<file path="src/rtl/sm_mem_2rw_arb.sv">
// Round-robin arbiter sharing a dual-port SRAM among p_nreq requesters; up to two grants per cycle (A then B).
// Grant/req_rdy is combinational, read data returns one cycle after grant; no response backpressure.
module sm_mem_2rw_arb #(
  parameter  int p_wid   = 64,
  parameter  int p_dep   = 64,
  parameter  int p_nreq  = 4,
  localparam int lp_awid = $clog2(p_dep),
  localparam int lp_iwid = $clog2(p_nreq)
) (
  input  logic                       clk,
  input  logic                       rst,
  input  logic [p_nreq-1:0]          req_val,
  output logic [p_nreq-1:0]          req_rdy,
  input  logic [p_nreq-1:0]          req_wen,
  input  logic [p_nreq*lp_awid-1:0]  req_addr,
  input  logic [p_nreq*p_wid-1:0]    req_wdata,
  output logic [p_nreq-1:0]          resp_val,
  output logic [p_nreq*p_wid-1:0]    resp_rdata,
  output logic                       mem_cenA,
  output logic                       mem_cenB,
  output logic                       mem_rwenA,
  output logic                       mem_rwenB,
  output logic [lp_awid-1:0]         mem_aA,
  output logic [lp_awid-1:0]         mem_aB,
  output logic [p_wid-1:0]           mem_dA,
  output logic [p_wid-1:0]           mem_dB,
  input  logic [p_wid-1:0]           mem_qA,
  input  logic [p_wid-1:0]           mem_qB
);

  logic [lp_iwid-1:0] rr_q, rr_d;
  logic               tag_a_val_q, tag_a_val_d, tag_b_val_q, tag_b_val_d;
  logic [lp_iwid-1:0] tag_a_id_q, tag_a_id_d, tag_b_id_q, tag_b_id_d;

  logic [lp_awid-1:0] addr [p_nreq];
  logic [p_wid-1:0]   wdat [p_nreq];
  logic               ga_vld, gb_vld;
  logic [lp_iwid-1:0] ga_id, gb_id, cand;
  int                 idx;

  function automatic logic [lp_iwid-1:0] inc_mod(input logic [lp_iwid-1:0] i);
    return (int'(i) == p_nreq - 1) ? '0 : i + lp_iwid'(1);
  endfunction

  always_comb begin
    for (int i = 0; i < p_nreq; i++) begin
      addr[i] = req_addr[i*lp_awid +: lp_awid];
      wdat[i] = req_wdata[i*p_wid +: p_wid];
    end
  end

  // Scan from rr_q; B skips anything that collides with A's address unless both are reads.
  always_comb begin
    ga_vld = 1'b0;
    gb_vld = 1'b0;
    ga_id  = '0;
    gb_id  = '0;
    cand   = '0;
    idx    = 0;
    for (int k = 0; k < p_nreq; k++) begin
      idx = int'(rr_q) + k;
      if (idx >= p_nreq) idx = idx - p_nreq;
      cand = lp_iwid'(idx);
      if (req_val[cand]) begin
        if (!ga_vld) begin
          ga_vld = 1'b1;
          ga_id  = cand;
        end else if (!gb_vld &&
                     !((addr[cand] == addr[ga_id]) && (req_wen[cand] || req_wen[ga_id]))) begin
          gb_vld = 1'b1;
          gb_id  = cand;
        end
      end
    end
  end

  always_comb begin
    req_rdy   = '0;
    mem_cenA  = 1'b1;
    mem_rwenA = 1'b1;
    mem_aA    = '0;
    mem_dA    = '0;
    mem_cenB  = 1'b1;
    mem_rwenB = 1'b1;
    mem_aB    = '0;
    mem_dB    = '0;
    if (!rst && ga_vld) begin
      req_rdy[ga_id] = 1'b1;
      mem_cenA       = 1'b0;
      mem_rwenA      = ~req_wen[ga_id];
      mem_aA         = addr[ga_id];
      mem_dA         = wdat[ga_id];
    end
    if (!rst && gb_vld) begin
      req_rdy[gb_id] = 1'b1;
      mem_cenB       = 1'b0;
      mem_rwenB      = ~req_wen[gb_id];
      mem_aB         = addr[gb_id];
      mem_dB         = wdat[gb_id];
    end
  end

  always_comb begin
    rr_d = rr_q;
    if (gb_vld)      rr_d = inc_mod(gb_id);
    else if (ga_vld) rr_d = inc_mod(ga_id);
    tag_a_val_d = ga_vld && !req_wen[ga_id];
    tag_a_id_d  = ga_id;
    tag_b_val_d = gb_vld && !req_wen[gb_id];
    tag_b_id_d  = gb_id;
  end

  always_ff @(posedge clk or posedge rst) begin
    if (rst) begin
      rr_q        <= '0;
      tag_a_val_q <= 1'b0;
      tag_a_id_q  <= '0;
      tag_b_val_q <= 1'b0;
      tag_b_id_q  <= '0;
    end else begin
      rr_q        <= rr_d;
      tag_a_val_q <= tag_a_val_d;
      tag_a_id_q  <= tag_a_id_d;
      tag_b_val_q <= tag_b_val_d;
      tag_b_id_q  <= tag_b_id_d;
    end
  end

  // Data lanes are don't-care unless resp_val is set, so no per-requester hold registers.
  always_comb begin
    resp_val = '0;
    for (int i = 0; i < p_nreq; i++) begin
      resp_rdata[i*p_wid +: p_wid] =
        (tag_b_val_q && (tag_b_id_q == lp_iwid'(i))) ? mem_qB : mem_qA;
    end
    if (tag_a_val_q) resp_val[tag_a_id_q] = 1'b1;
    if (tag_b_val_q) resp_val[tag_b_id_q] = 1'b1;
  end

endmodule
</file>
<file path="config.mk">
export PLATFORM = sky130hd
export DESIGN_NAME = sm_mem_2rw_arb
export DESIGN_NICKNAME = d
export VERILOG_FILES = /design/src/rtl/sm_mem_2rw_arb.sv
export SDC_FILE = /design/constraint.sdc
export NUM_CORES = 1
export LEC_CHECK = 0
export CAP_MARGIN = 20
export CORE_AREA = 2 2 320 322
export CTS_BUF_LIST = sky130_fd_sc_hd__clkbuf_2 sky130_fd_sc_hd__clkbuf_4 sky130_fd_sc_hd__clkbuf_8
export DETAILED_ROUTE_END_ITERATION = 10
export DIE_AREA = 0 0 322 324
export GPL_TIMING_DRIVEN = 0
export PLACE_DENSITY_LB_ADDON = 0.05
export SLEW_MARGIN = 20
export SYNTH_ARGS = -nofsm -noshare
export SYNTH_HDL_FRONTEND = slang
export SYNTH_SLANG_ARGS = --single-unit
</file>
<file path="constraint.sdc">
create_clock -name clk -period 11.9 [get_ports clk]
set_input_delay 2.38 -clock clk [delete_from_list [all_inputs] [get_ports clk]]
set_output_delay 2.38 -clock clk [all_outputs]
set_load 0.01 [all_outputs]
</file>
== After elaboration in Yosys (flattened, before gate mapping) ==
Index checks and enable logic that the tools add are counted.

* Flip-flop bits (word level): 8
* Input bits: 418
* Output and inout port bits: 408
* Logic and storage cells: 205

* Add/subtract/negate cells: 9
* $lt $le $gt $ge: 27
* Eq/ne operators: 8
* Muxes and demuxes: 115
* Bitwise logic cells: 12
* Reductions and logical operators: 29

{| class="wikitable"
|+ Operators by type and width
! operator !! number
|-
| two-way mux 64 bit || 10
|-
| binary-select mux 64 bit (select 2 bit) || 2
|-
| two-way mux 6 bit || 18
|-
| binary-select mux 6 bit (select 2 bit) || 8
|-
| two-way mux 2 bit || 24
|-
| greater-or-equal comparator 3 bit (second input constant) || 11
|-
| less-than comparator 2 x 3 -> 1 bit (second input constant) || 11
|-
| two-way mux 1 bit || 33
|-
| binary-select mux 1 bit (select 2 bit) || 12
|-
| inverter 2 -> 3 bit || 8
|-
| equality test 6 bit || 3
|-
| logical AND 1 bit || 17
|-
| two-way mux 4 bit || 4
|-
| demux 1 bit (select 2 bit) || 4
|-
| greater-or-equal comparator 2 x 1 -> 1 bit (second input constant) || 4
|-
| bitwise OR 4 bit || 2
|-
| subtractor 2 x 1 -> 2 bit (second input constant) || 4
|-
| logical NOT 1 bit || 7
|-
| adder 2 x 2 -> 3 bit (second input constant) || 2
|-
| equality test 2 x 1 -> 1 bit (second input constant) || 3
|-
| adder 2 x 1 -> 2 bit (second input constant) || 2
|-
| equality test 2 bit (second input constant) || 2
|-
| adder 2 x 1 -> 3 bit (second input constant) || 1
|-
| greater-or-equal comparator 2 x 3 -> 1 bit (second input constant) || 1
|-
| 4 further kinds || 7
|}

== Longest topological paths before layout ==
Gate-level depths: netlist (run 1).

* Depth in word-level cells: 30
* Mapped depth: 25
* Mapped depth without buffers: 16

== Worst setup path after synthesis (run 1) ==
OpenSTA, ideal clock, no wires.

* Path type: input-to-output
* From: input req_val[3]
* To: output req_rdy[0]
* Arrival: 6.249 ns
* Data required time: 9.520 ns
* Path slack: 3.271 ns
* Stages on the path: 19
* Path buffers: 4
* Cells stage by stage: buf_2 > mux2_2 > nand2_1 > o21ai_0 > ha_1 > inv_1 > mux2i_1 > or2_1 > buf_2 > nand2_1 > mux4_2 > xnor2_1 > o31ai_4 > o32ai_4 > buf_2 > buf_2 > inv_1 > ha_1 > a22o_1

* Longest elaborated chain between the ends: 28
* Elaborated cells on any way between the ends: 85
* Classes of those cells: order compare (4); eq/ne (3); mux (58); bitwise (4); reduce/logical (16)

{| class="wikitable"
|+ RTL lines
! item !! RTL line !! source
|-
| start: declaration || 12 || <nowiki>input logic [p_nreq-1:0] req_val,</nowiki>
|-
| binary-select mux 1 bit (select 2 bit) || 64 || <nowiki>if (req_val[cand]) begin</nowiki>
|-
| two-way mux 1 bit (not written as such) || 64 ||
|-
| two-way mux 2 bit || 64 ||
|-
| inverter 2 -> 3 bit (not written as such) || 69 || <nowiki>!((addr[cand] == addr[ga_id]) && (req_wen[cand] || req_wen[ga_id]))) begin</nowiki>
|-
| binary-select mux 6 bit (select 2 bit) || 69 ||
|-
| two-way mux 6 bit (not written as such) (2 in series) || 69 ||
|-
| equality test 6 bit || 69 ||
|-
| logical AND 1 bit || 69 ||
|-
| [... 12 more ...] || -- ||
|-
| two-way mux 2 bit (*) || 64 ||
|-
| net gb_id[1] || 38 || <nowiki>logic [lp_iwid-1:0] ga_id, gb_id, cand;</nowiki>
|-
| less-than comparator 2 x 3 -> 1 bit (not written as such) / greater-or-equal comparator 2 x 1 -> 1 bit (equally long branches) || 95 || <nowiki>req_rdy[gb_id] = 1'b1;</nowiki>
|-
| logical AND 1 bit (not written as such) || 95 ||
|-
| two-way mux 1 bit (not written as such) || 95 ||
|-
| demux 1 bit (select 2 bit) (*) || 95 ||
|-
| bitwise OR 4 bit (no line) (*) || -- ||
|-
| two-way mux 4 bit (*) || 94 || <nowiki>if (!rst && gb_vld) begin</nowiki>
|-
| end: declaration || 13 || <nowiki>output logic [p_nreq-1:0] req_rdy,</nowiki>
|}

The timed path passes the listed nets; every way through them passes the cells marked *. The select of a mux whose other input is x is not followed.

== Final worst setup path (run 1) ==
* From: input req_val[3]
* To: output mem_dB[61]

* Longest elaborated chain between the ends: 27
* Elaborated cells on any way between the ends: 73
* Classes of those cells: eq/ne (3); mux (53); bitwise (4); reduce/logical (13)

{| class="wikitable"
|+ RTL lines
! item !! RTL line !! source
|-
| binary-select mux 1 bit (select 2 bit) || 64 ||
|-
| two-way mux 1 bit (not written as such) || 64 ||
|-
| two-way mux 2 bit || 64 ||
|-
| inverter 2 -> 3 bit (not written as such) || 69 ||
|-
| binary-select mux 6 bit (select 2 bit) || 69 ||
|-
| two-way mux 6 bit (not written as such) (2 in series) || 69 ||
|-
| equality test 6 bit || 69 ||
|-
| logical AND 1 bit || 69 ||
|-
| [... 9 more ...] || -- ||
|-
| logical AND 1 bit || 68 || <nowiki>end else if (!gb_vld &&</nowiki>
|-
| two-way mux 2 bit || 68 ||
|-
| two-way mux 2 bit || 65 || <nowiki>if (!ga_vld) begin</nowiki>
|-
| two-way mux 2 bit || 64 ||
|-
| inverter 2 -> 3 bit (not written as such) || 99 || <nowiki>mem_dB = wdat[gb_id];</nowiki>
|-
| binary-select mux 64 bit (select 2 bit) || 99 ||
|-
| two-way mux 64 bit (not written as such) (2 in series) || 99 ||
|-
| two-way mux 64 bit (*) || 94 ||
|-
| end: declaration || 26 || <nowiki>output logic [p_wid-1:0] mem_dB,</nowiki>
|}

Every way passes the cells marked *; elsewhere a longest branch is shown, timed or not. The select of a mux whose other input is x is not followed.

==> results of run 1 <==
[critical path, delay by kind of cell]
| family | cells | cell delay, ns |
|---|---|---|
| adders and majority gates | 1 | 0.30 |
| AOI/OAI and AO/OA | 7 | 2.23 |
| muxes | 1 | 0.35 |
| buffers and inverters | 6 | 2.78 |
| and+or+nand+nor | 5 | 0.91 |
[metrics by stage]
step | utilization, % | power [mW] | cells | instance area, µm²
floorplan | - | 2.78 | 1180 | 10400
CTS | 20.1 | 5.72 | 3317 | 20300
global placement | 20.1 | 5.67 | 3312 | 20300
detailed placement | 20.1 | 5.65 | 3314 | 20300
global route | 20.2 | 5.95 | 3320 | 20400
finish | 20.2 | 5.59 | 3325 | 20400
[power by group through the flow]
stage               clock [mW]  sequential [mW]  combinational (mW)
floorplan                    0           0.0532                2.72
global placement             0           0.0591                5.61
detailed placement           0           0.0594                5.59
CTS                     0.0408           0.0591                5.62
global route            0.0410           0.0605                5.85
finish                  0.0371           0.0583                5.50
[Yosys cell counts (all sizes together) (3+ instances only)]
cell type	number	area, µm²
o211ai	74	556
o21ai	20	100
and2	71	444
or2	3	18.8
xor2	5	43.8
buf	70	378
mux2	275	3100
a22oi	7	52.6
nor3b	5	37.5
clkbuf	78	293
nor4b	3	26.3
a211oi	12	90.1
a22o	5	43.8
nor2	16	60.1
nor4	6	37.5
inv	18	67.6
nor3	8	40.0
o32ai	5	70.1
nand2b	14	87.6
mux2i	37	383
nor2b	4	25.0
and4	3	26.3
mux4	84	1890
a32oi	72	631
nand2	38	143
and3	3	18.8
o22ai	7	43.8
dfrtp	8	200
or3	3	18.8
a221o	3	30.0
nand3	81	405
nand4	74	463
a21oi	19	95.1
a21o	3	22.5
ha	9	113
[per-layer routing]
layer	track usage (%)	up-vias	wire length, µm
met2	37.2	672	57200
met5	0	-	104
met1	21.1	7381	40000
met4	3.18	16	1700
met3	5.33	63	8070
li1	-	6501	-
[registers in the layout, indices dropped and copies added, names as in the netlist]
| register | count |
|---|---|
| rr_q | 2 |
| tag_a_val_q | 1 |
| tag_a_id_q | 2 |
| tag_b_id_q | 2 |
| tag_b_val_q | 1 |
[final timing paths]
kind                                to  cells after the start  slack (ns)
max                         mem_dB[61]                     20        0.55
min                            rr_q[0]                      8        1.52
max reg2reg                    rr_q[1]                     23        4.43
min reg2reg                    rr_q[0]                      8        1.52
max in group asynchronous  tag_b_val_q                      2        8.95
min in group asynchronous      rr_q[0]                      2        2.61
[final cells by class]
cell class	count	area, µm²
diodes	8	20.0
plain buffers	148	678
clock buffers	3	41.3
fillers	11200	80600
inverters	19	71.3
multi-input cells	1005	9460
flip-flops and latches	8	200
well taps	1309	1640
repair buffers	825	8270
[cells by family (layout without fill, tap and decap cells)]
kind of cell | count (synthesis) | after routing
xor+xnor | 6 | 6
buf+inv | 167 | 995
flops | 8 | 8
other cells | 0 | 8
mux | 396 | 396
compound gates | 254 | 254
simple gates | 340 | 340
fa+ha+maj | 9 | 9
==> run metrics, run 1 <==
Final setup viols=0; Critical Path AT=8.97 ns; Peak Freq=88.1 MHz; pin count of the biggest net entering global routing=13; CTS tree=yes; Routed WL=107000 µm; CP max-delay cell=clkbuf_1; Post-Synth XOR/XNOR Area=0.506%; EDFF count, synth=0; Post-DP HPWL=88700 µm; post-synthesis compound-gate area fraction=19.2%; clock network power share=0.7%; GRT Total Usage=19.3%; Vias=14600; switching share of total power=57.3%; # DRC=0; syn avg cell area=8.81 µm²; Critical Path RT=9.52 ns; first-pass GRT wire length=140000 µm; Critical Path Source Type=input pin; Period minus WS final=11.35 ns; area of the mapped netlist=0.0104 mm²; post-synthesis adder-cell area fraction=1.08%; Root Driver=clkbuf_8; main combinational cell family by area after synthesis=multiplexers; Num CTS Buffers=3; initial antenna violation count=15; H-tree depth=1; antenna-violating nets left=0; peak supply drop=0.160 mV; Internal=2.39 mW; Setup WS pre-CTS=0.0730 ns; Synth Register Bits=8; layout cell share with drive strength beyond 1=22.1%; maximum fanout along the worst path=10; final worst slack=0.550 ns; Via-to-Cell Ratio=4.40; vias in the first global route=15400; Worst Hold Class=flop to flop; worst hold slack=1.52 ns; Clk Latency, worst-skew pair=0.25 ns; Core Region=0.101 mm²; Top-Level Pins=826; Max-cap violations=0; clock transition at the registers of the reported paths=0.06 ns; Max stage delay on crit path=0.74 ns; Async SR Flop Fraction=100%; setup tns final=0 ns; crit path capture type=primary output; die area=0.104 mm²; postcts setup bufs=0; Final Hold Vio Count=0; Worst Hold Launch=rr_q[1]; Distinct cells, synth=73; total grt overflow=0; Wirelength per Cell=32.2 µm; Die Ht=324 µm; logic gate share of total power=98.3%; area growth from synthesis to layout=96.1%; part of the power in registers=1.0%; most common cell after layout, fill and taps aside=clkdlybuf4s50_1; most frequent CP cell=clkbuf_1; Starting Density=10.3%; Clock Skews=0.0103 ns; final net count=2437; Slew HR=25.0%; Post-Syn Nets=1607; synth warn=0; Final Cycle Share=95.4%; worst r2r src=rr_q[0]; clock buffer depth=2; clock sinks=8; pwr dens=274 mW/mm²; sequential share of the synthesized area=1.93%; mux cell area share after synthesis=51.7%; Initial DRT Pass Iterations=4; Post-CTS Hold Buffers=0; Row Count=117; status=finished, final reports clean; commonest non-fill, non-tap cells in the layout=clkdlybuf4s50_1, mux2_2, mux4_2; RSZ-0062 raised after global routing=false; Slew Limit Fails=0; Net Sw Power=3.20 mW; critical setup path kind=input pin to primary output; post-CTS sizing=0; Primary FF master, synth=dfrtp_1; LEAKAGE=6.71 nW; Die Wd=322 µm; Syn Inst Count=1180; worst slew pin tran=1.12 ns; crit path launch=req_val[3]; Synth Area in Simple Gates=18.5%; global placement routability congestion=0.816; CP cell instances=clkdlybuf4s50_1, buf_2, mux2_2, nand2_1, o21ai_0, ha_1, clkbuf_1, clkbuf_1, nand2_1, a211oi_1, nor3b_1, a211oi_1, nand4_1, nor2b_1, o31a_1, o32ai_2, clkbuf_1, a32oi_1, o211ai_1, clkdlybuf4s50_1; drt initial violations=820; Port Buffers=823
Power figures use the tool's default switching activity.
==> run 2, diff against run 1 <==
- ABC_AREA: default -> 1
- CORE_AREA: 2 2 320 322 -> 2 2 325 327
- DIE_AREA: 0 0 322 324 -> 0 0 327 329
- DONT_BUFFER_PORTS: default -> 1
- GPL_ROUTABILITY_DRIVEN: default -> 0
==> run 2 against run 1 <==
  * Utilization decreased by 8.5 points
  * First-iteration DRC count increased by 48%
  * Final area decreased by 40%
  * Worst setup slack improved by 1.6 ns
  * Register-to-register slack improved by 2.1 ns
  * Sequential share of layout area increased by 0.65 points
  * Global-route usage about the same
  * Wire length increased by 3.7%
  * Largest cell class unchanged
==> run metrics, run 2 <==
status=finished, final reports clean; Synth top area share=27.8% (-1.9 points); Initial DRT Pass Iterations=7 (+3); commonest non-fill, non-tap cells in the layout=nand2_1, o21ai_0, nor2_1; top-count cell post-synth=nand2_1; Die Ht=329 µm (+1.5%); Clock Skews=0.00181 ns (-0.00844 ns); Critical Path Source Type=input pin; # DRC=0 (unchanged); Final Cycle Share=81.8% (-14 points); Critical Path AT=7.35 ns (-1.62 ns); Wirelength per Cell=30.6 µm (-5.1%); Root Driver=clkbuf_8; Clk Latency, worst-skew pair=0.22 ns (-0.03 ns); Worst Hold Class=flop to flop; first-pass GRT wire length=146000 µm (+4.6%); area of the mapped netlist=0.0104 mm² (+0.29%); Starting Density=9.98% (-0.30 points); Final Hold Vio Count=0 (unchanged); post-synth top area cell=nand2_1; Syn Inst Count=2233 (+89%); final net count=2665 (+9.4%); Post-synth top cells=nand2_1, o21ai_0, nor2_1; Peak Freq=103 MHz (+17%); critical setup path kind=input pin to primary output; Final setup viols=0 (unchanged); Top-Level Pins=826 (unchanged); drt initial violations=1211 (+48%); Critical Path RT=9.52 ns (about the same); Max stage delay on crit path=0.47 ns (-0.27 ns); Max-cap violations=0 (unchanged); syn avg cell area=4.67 µm² (-47%); Port Buffers=0 (-100%); maximum fanout along the worst path=10 (unchanged); Slew Limit Fails=0 (unchanged); worst path bufs/invs=5 (-1); die area=0.108 mm² (+3.1%); CP max-delay cell=inv_2; Primary FF master, synth=dfrtp_1; EDFF count, synth=0 (unchanged); Synth Register Bits=8 (unchanged); setup tns final=0 ns (unchanged); Die Wd=327 µm (+1.6%); Period minus WS final=9.73 ns (-1.62 ns); Post-DP HPWL=92100 µm (+3.8%); CP cell instances=inv_1, nand2_1, nand3_2, nand2_2, ha_1, clkbuf_1, buf_1, o21ai_0, o21ai_0, xor2_1, nor2_1, nand4_1, nand3_1, nand2_1, nand2_1, nand2_1, nand2_1, inv_2, buf_2, nand2_1, nor2_1; most frequent CP cell=nand2_1; Vias=16300 (+11%); pin count of the biggest net entering global routing=13 (unchanged); antenna-violating nets left=0 (unchanged); area growth from synthesis to layout=17.4%; most common cell after layout, fill and taps aside=nand2_1; Crit path max-delay family=simple AND/OR/NAND/NOR gates; GRT Total Usage=19.3% (+0.037 points); clock buffer depth=2 (unchanged); Slew HR=24.6% (-0.40 points); RSZ-0062 raised after global routing=false; synth warn=0 (unchanged); Core Region=0.104 mm² (+3.3%); vias in the first global route=16000 (+3.8%); total grt overflow=0 (unchanged); initial antenna violation count=6 (-9); Distinct cells, synth=35 (-52%); Post-Syn Nets=2660 (+66%); layout cell share with drive strength beyond 1=5.14% (-17 points); Async SR Flop Fraction=100% (unchanged); Routed WL=111000 µm (+3.7%); worst slew pin tran=1.12 ns (-0.00584 ns); Via-to-Cell Ratio=4.49 (+2.0%); post-CTS sizing=0 (unchanged); clock transition at the registers of the reported paths=0.04 ns (-0.02 ns); Synth area leaders=nand2_1, o21ai_0, nand3_1, nor2_1, inv_1; Num CTS Buffers=3 (unchanged); sequential share of the synthesized area=1.92% (-0.0056 points); Row Count=119 (+1.7%); Post-CTS Hold Buffers=0 (unchanged); clock sinks=8 (unchanged); postcts setup bufs=0 (unchanged); CTS tree=yes; Largest regs=rr_q (2), tag_a_id_q (2), tag_b_id_q (2); H-tree depth=1 (unchanged); crit path capture type=primary output
-- run 2: cell count changes in the layout (fill, tap and decap cells not counted), sizes merged, moves of 68 or more --
| cell | delta |
|---|---|
| nor2 | +206 |
| nand2 | +754 |
| clkdlybuf4s50 | -823 |
| o21ai | +377 |
| mux4 | -84 |
| nand4 | -72 |
| mux2 | -275 |
| nand3 | +140 |
| o211ai | -68 |
| a32oi | -72 |
| inv | +184 |
| and2 | -71 |
-- run 2: cells by family (layout without fill, tap and decap cells) --
group / count (synthesis) / after routing / synth area share, %
other: 0 / 4 / 0
adder cells (fa/ha/maj): 9 / 9 / 1.08
buffers and inverters: 390 / 393 / 15.6
flip-flops: 8 / 8 / 1.92
XOR/XNOR: 6 / 6 / 0.504
AO/OA/AOI/OAI: 571 / 571 / 31.8
AND/OR/NAND/NOR: 1249 / 1249 / 49.1
-- run 2: per-stage QoR --
step / cells / util [%] / hold slack, ns / area [µm²] / worst slack (ns)
2_1_floorplan: 2233 / - / 0.725 / 10400 / 4.12
3_3_place_gp: 3624 / 11.7 / 0.877 / 12200 / 1.95
3_5_place_dp: 3624 / 11.7 / 0.894 / 12200 / 2.11
4_1_cts: 3627 / 11.7 / 0.911 / 12200 / 2.10
5_1_grt: 3628 / 11.7 / 0.930 / 12200 / 1.72
6_report: 3631 / 11.7 / 0.887 / 12200 / 2.17
-- run 2: worst min-delay path, cell delays in order (launching register included) --
cell and delay [ns]:
dfrtp_1 0.49, inv_2 0.23, o22ai_1 0.12
-- run 2: area by class of cell --
cell class,instances,area (µm²)
inverters,203,762
plain buffers,187,876
clock buffers,3,41.3
diodes,4,10.0
multi-input cells,1835,8600
flip-flops and latches,8,200
fillers,12500,92100
well taps,1391,1740
-- run 2: final timing paths --
check | start | endpoint | slack, ns | cells after the start
setup / recovery | req_val[3] | mem_dB[28] | 2.17 | 21
hold / removal | rr_q[1] | rr_q[1] | 0.89 | 2
setup reg to reg | rr_q[0] | rr_q[1] | 6.54 | 25
hold reg to reg | rr_q[1] | rr_q[1] | 0.89 | 2
min in group asynchronous | rst | tag_b_id_q[0] | 2.02 | 1
max in group asynchronous | rst | rr_q[0] | 9.61 | 1
-- run 2: routing by layer --
metal	up-vias	track usage [%]	part of all wire, %
li1	7368	-	-
met1	8005	22.7	40
met2	830	35.2	50
met3	89	5.11	8.0
met4	2	3.93	2.2
met5	-	0	0.013
Power of run 2 is left out: the tool's default activity adds up to more than one toggle a clock period on the data nets, which glitch-free logic cannot reach.
